**src/rtl/xor_pkg.sv**
```systemverilog
// Shared types and defaults for the frame parity generator/checker.
package xor_pkg;

    typedef enum logic {
        IDLE,
        ACCUM
    } state_t;

    localparam int DEF_WIDTH   = 8;
    localparam int DEF_COUNT_W = 8;

endpackage

```
**src/rtl/xor_reduce.sv**
```systemverilog
// Balanced XOR reduction tree built by recursive halving.
module xor_reduce #(
    parameter int WIDTH = 8
) (
    input  logic [WIDTH-1:0] data,
    output logic             result
);

    generate
        if (WIDTH == 1) begin : g_leaf
            assign result = data[0];
        end else begin : g_node
            localparam int LO = WIDTH / 2;
            logic lo_r;
            logic hi_r;

            xor_reduce #(.WIDTH(LO)) u_lo (
                .data   (data[LO-1:0]),
                .result (lo_r)
            );

            xor_reduce #(.WIDTH(WIDTH - LO)) u_hi (
                .data   (data[WIDTH-1:LO]),
                .result (hi_r)
            );

            assign result = lo_r ^ hi_r;
        end
    endgenerate

endmodule

```
**src/rtl/xor_frame_parity.sv**
```systemverilog
// Column-parity accumulator over valid/ready framed words; emits
// column XOR, parity bit and saturating word count per frame.
module xor_frame_parity
    import xor_pkg::*;
#(
    parameter int WIDTH   = DEF_WIDTH,
    parameter int COUNT_W = DEF_COUNT_W
) (
    input  logic               clk,
    input  logic               rst,
    input  logic               in_valid,
    output logic               in_ready,
    input  logic [WIDTH-1:0]   in_data,
    input  logic               in_last,
    input  logic               in_mode_odd,
    output logic               out_valid,
    input  logic               out_ready,
    output logic [WIDTH-1:0]   out_col,
    output logic               out_parity,
    output logic [COUNT_W-1:0] out_count,
    output logic               out_sat
);

    state_t             state, state_next;
    logic [WIDTH-1:0]   acc, acc_next;
    logic [COUNT_W-1:0] cnt, cnt_next;
    logic               mode, mode_next;
    logic               sat, sat_next;
    logic               take;
    logic               first;
    logic               at_max;
    logic               col_par;

    assign in_ready = !(out_valid && !out_ready);
    assign take     = in_valid && in_ready;
    assign first    = (state == IDLE);
    assign at_max   = (cnt == {COUNT_W{1'b1}});

    always_comb begin
        state_next = state;
        acc_next   = acc;
        cnt_next   = cnt;
        mode_next  = mode;
        sat_next   = sat;
        if (take) begin
            if (first) begin
                acc_next  = in_data;
                cnt_next  = COUNT_W'(1);
                mode_next = in_mode_odd;
                sat_next  = 1'b0;
            end else begin
                acc_next = acc ^ in_data;
                cnt_next = at_max ? cnt : cnt + COUNT_W'(1);
                sat_next = sat | at_max;
            end
            state_next = in_last ? IDLE : ACCUM;
        end
    end

    xor_reduce #(.WIDTH(WIDTH)) u_par (
        .data   (acc_next),
        .result (col_par)
    );

    always_ff @(posedge clk) begin
        if (rst) begin
            state <= IDLE;
            acc   <= '0;
            cnt   <= '0;
            mode  <= 1'b0;
            sat   <= 1'b0;
        end else begin
            state <= state_next;
            acc   <= acc_next;
            cnt   <= cnt_next;
            mode  <= mode_next;
            sat   <= sat_next;
        end
    end

    // A last word accepted while draining reloads the result without a bubble.
    always_ff @(posedge clk) begin
        if (rst) begin
            out_valid  <= 1'b0;
            out_col    <= '0;
            out_parity <= 1'b0;
            out_count  <= '0;
            out_sat    <= 1'b0;
        end else if (take && in_last) begin
            out_valid  <= 1'b1;
            out_col    <= acc_next;
            out_parity <= col_par ^ mode_next;
            out_count  <= cnt_next;
            out_sat    <= sat_next;
        end else if (out_valid && out_ready) begin
            out_valid  <= 1'b0;
        end
    end

endmodule

```
**config.mk**
```make
export PLATFORM = sky130hd
export DESIGN_NAME = xor_frame_parity
export DESIGN_NICKNAME = d
export VERILOG_FILES = /design/src/rtl/xor_pkg.sv /design/src/rtl/xor_reduce.sv /design/src/rtl/xor_frame_parity.sv
export SDC_FILE = /design/constraint.sdc
export NUM_CORES = 1
export LEC_CHECK = 0
export CELL_PAD_IN_SITES_DETAIL_PLACEMENT = 1
export CELL_PAD_IN_SITES_GLOBAL_PLACEMENT = 2
export CORE_UTILIZATION = 33
export CTS_CLUSTER_DIAMETER = 40
export CTS_CLUSTER_SIZE = 24
export DETAILED_ROUTE_END_ITERATION = 8
export GPL_ROUTABILITY_DRIVEN = 0
export GPL_TIMING_DRIVEN = 0
export PLACE_DENSITY_LB_ADDON = 0.1
export SETUP_SLACK_MARGIN = 0.2
export SYNTH_ARGS = -nofsm -noshare
export SYNTH_HDL_FRONTEND = slang
export SYNTH_SLANG_ARGS = --single-unit
```
**constraint.sdc**
```tcl
create_clock -name clk -period 2.9 [get_ports clk]
set_input_delay 0.58 -clock clk [delete_from_list [all_inputs] [get_ports clk]]
set_output_delay 0.58 -clock clk [all_outputs]
set_load 0.005 [all_outputs]
```
==> metrics.md <==
| Metric | Value |
|---|---|
| Critical Path AT | `1.91 ns` |
| Final period util | `0.859` |
| Number of global-route vias before repair | `1726` |
| Leakage | `0.867 nW` |
| FP Rows | `27` |
| Net Count, Synth | `235` |
| Hold Fails Final Rpt | `0` |
| Largest net degree at the start of global routing | `11` |
| Antenna viol nets, final | `0` |
| Share of cells above drive strength 1 | `0.0618` |
| Syn Inst Count | `220` |
| DRT Pass-1 Iters | `5` |
| Worst hold-check path type | `flip-flop to flip-flop` |
| Type of the worst setup path | `input pin to primary output` |
| DR DRC count | `0` |
| Multi-input gate area | `0.00106 mm^2` |
| Tot GR Track Use | `0.186` |
| ANT cells | `0` |
| First-pass GRT wire length | `8650 um` |
| Clock Tree Buf Depth | `2` |
| Full die area | `0.00600 mm^2` |
| Core footprint | `0.00551 mm^2` |
| Post-route setup TNS | `0 ns` |
| Routed len/inst | `15.5 um` |
| Vias | `1688` |
| Antenna violations before repair | `0` |
| RSZ-0062 raised after global routing | `no` |
| Min Tclk post-route | `2.49 ns` |
| EDFF count, synth | `0` |
| DRT iter0 DRCs | `86` |
| Endpoints failing setup | `0` |
| Number of max-cap violations | `0` |
| Worst-path clk slew | `0.07 ns` |
| Synthesized area | `0.00188 mm^2` |
| H-tree depth | `2` |
| I/O Buffers | `33` |
| Die Y | `77.5 um` |
| Worst VDD drop | `0.212 mV` |
| Ys flop type | `dfxtp_1` |
| Root Buffer | `clkbuf_8` |
| Sink Count | `38` |
| Clock buffer count from CTS | `5` |
| Fmax | `402 MHz` |
| Slew Limit Fails | `0` |
| Max FO, Critical Path | `6` |
| Nets@finish | `275` |
| Post-DR vias/cell | `5.10` |
| DRT Wirelength | `5140 um` |
| Sequential area share after synthesis | `0.405` |
| Starting Density | `0.341` |
| Dpl cells | `325` |
| Synthesized area per cell | `8.54 um^2` |
| Area Growth Syn to Fin | `26.8%` |
| Unique masters post-synth | `41` |
| Clk_lat worst skew | `0.28 ns` |
| Type of origin of the critical path | `input pin` |
| WP data required | `2.32 ns` |
| Post-CTS setup buffers | `0` |
| Hold buffer count at cts | `0` |
| Post_cts resized | `0` |
| Fin cells | `331` |
| # fillers | `656` |
| Status | `complete, no violations` |
| Slew at the pin with the worst max-slew slack | `0.628 ns` |
| YS warnings | `0` |
| IO Pins | `34` |
| FF/Latch Area | `761 um^2` |
| Yosys reg bits | `38` |
| Total power | `1.16 mW` |
| Share of flip-flops with an asynchronous set or reset | `0` |
| Reg2Reg Setup Slack | `0.83 ns` |
| Remaining global-route overflow | `0` |
| Die W | `77.5 um` |
| Clock skew | `0.00432 ns` |
| Power per cell area | `485 mW/mm^2` |
| CP Capture Type | `primary output` |
| CTS tree | `yes` |
| Post-detail-place hpwl | `3660 um` |
| Relative slew slack | `0.581` |
routing by layer:
layer,up-vias,track usage,wire length [um]
li1,862,-,-
met1,791,0.248,2650
met2,33,0.305,2300
met3,2,0.0400,163
met4,0,0.0396,25
met5,-,0,0
cell usage in the layout (no fill, tap or decap), types with 8 or more instances in the layout:
| master | instances |
|---|---|
| o21ai_0 | 11 |
| xnor2_1 | 10 |
| a211oi_1 | 12 |
| nand3_1 | 8 |
| a21oi_1 | 16 |
| xor2_1 | 9 |
| clkdlybuf4s50_1 | 33 |
| dfxtp_1 | 38 |
| nand2_1 | 21 |
| nor2_1 | 31 |
final cells by class:
type	count	area share
repair buffers	33	0.139
inverters	3	0.00473
clock buffers	6	0.0347
plain buffers	11	0.0194
multi-input cells	168	0.445
flip-flops and latches	38	0.319
well taps	72	0.0378
synth_stat cells, drive strengths merged (2+ instances only):
cell type | count | area (um^2)
dfxtp | 38 | 761
nor2 | 31 | 116
nand2 | 21 | 78.8
a21oi | 16 | 80.1
a211oi | 12 | 90.1
o21ai | 11 | 55.1
xnor2 | 10 | 87.6
xor2 | 9 | 78.8
nand3 | 8 | 40.0
mux2i | 7 | 70.1
a22oi | 6 | 45.0
buf | 6 | 27.5
clkbuf | 5 | 18.8
and3 | 4 | 25.0
o22a | 4 | 35.0
nor3 | 3 | 15.0
and2 | 2 | 12.5
and4 | 2 | 17.5
inv | 2 | 7.51
nand2b | 2 | 12.5
xor3 | 2 | 50.1
cell families (layout without fill, tap and decap cells):
kind of cell	after synthesis	after routing	synth area share
XOR/XNOR	21	21	0.115
AND/OR/NAND/NOR	80	80	0.196
flip-flops	38	38	0.405
multiplexers	8	8	0.0433
buffers and inverters	14	53	0.0306
AO/OA/AOI/OAI	58	58	0.203
adder cells (fa/ha/maj)	1	1	0.00666
sequential cells by signal (all words and copies together), names as in the netlist:
register and count:
out_count 8, cnt 8, out_parity 1, state 1, mode 1, acc 8, out_valid 1, sat 1
out_col 8, out_sat 1
worst max-delay path: stages:
cell	delay, ns
clkdlybuf4s50_1	0.46
and2b_4	0.20
inv_1	0.15
clkdlybuf4s50_1	0.53
report_power, final:
group / internal [mW] / switching, mW
sequential: 0.548 / 0.0219
combinational: 0.112 / 0.115
clock: 0.183 / 0.174
total: 0.844 / 0.311
final timing paths:
| check | cells past startpoint | to | start |
|---|---|---|---|
| setup / recovery | 4 | in_ready | out_ready |
| hold / removal | 2 | out_count[4]$_SDFFE_PP0P_ | out_count[4]$_SDFFE_PP0P_ |
| setup reg to reg | 6 | out_count[7]$_SDFFE_PP0P_ | state$_SDFFE_PP0N_ |
| hold reg to reg | 2 | out_count[4]$_SDFFE_PP0P_ | out_count[4]$_SDFFE_PP0P_ |
per-stage QoR:
stage	cell area (um^2)	util	setup WS [ns]	hold slack (ns)
floorplan	1880	-	1.00	0.453
global placement	2300	0.418	0.258	0.448
detailed placement	2300	0.418	0.226	0.460
CTS	2380	0.433	0.402	0.468
global route	2380	0.433	0.360	0.483
finish	2380	0.433	0.410	0.462
(Power assumes the default switching activity.)
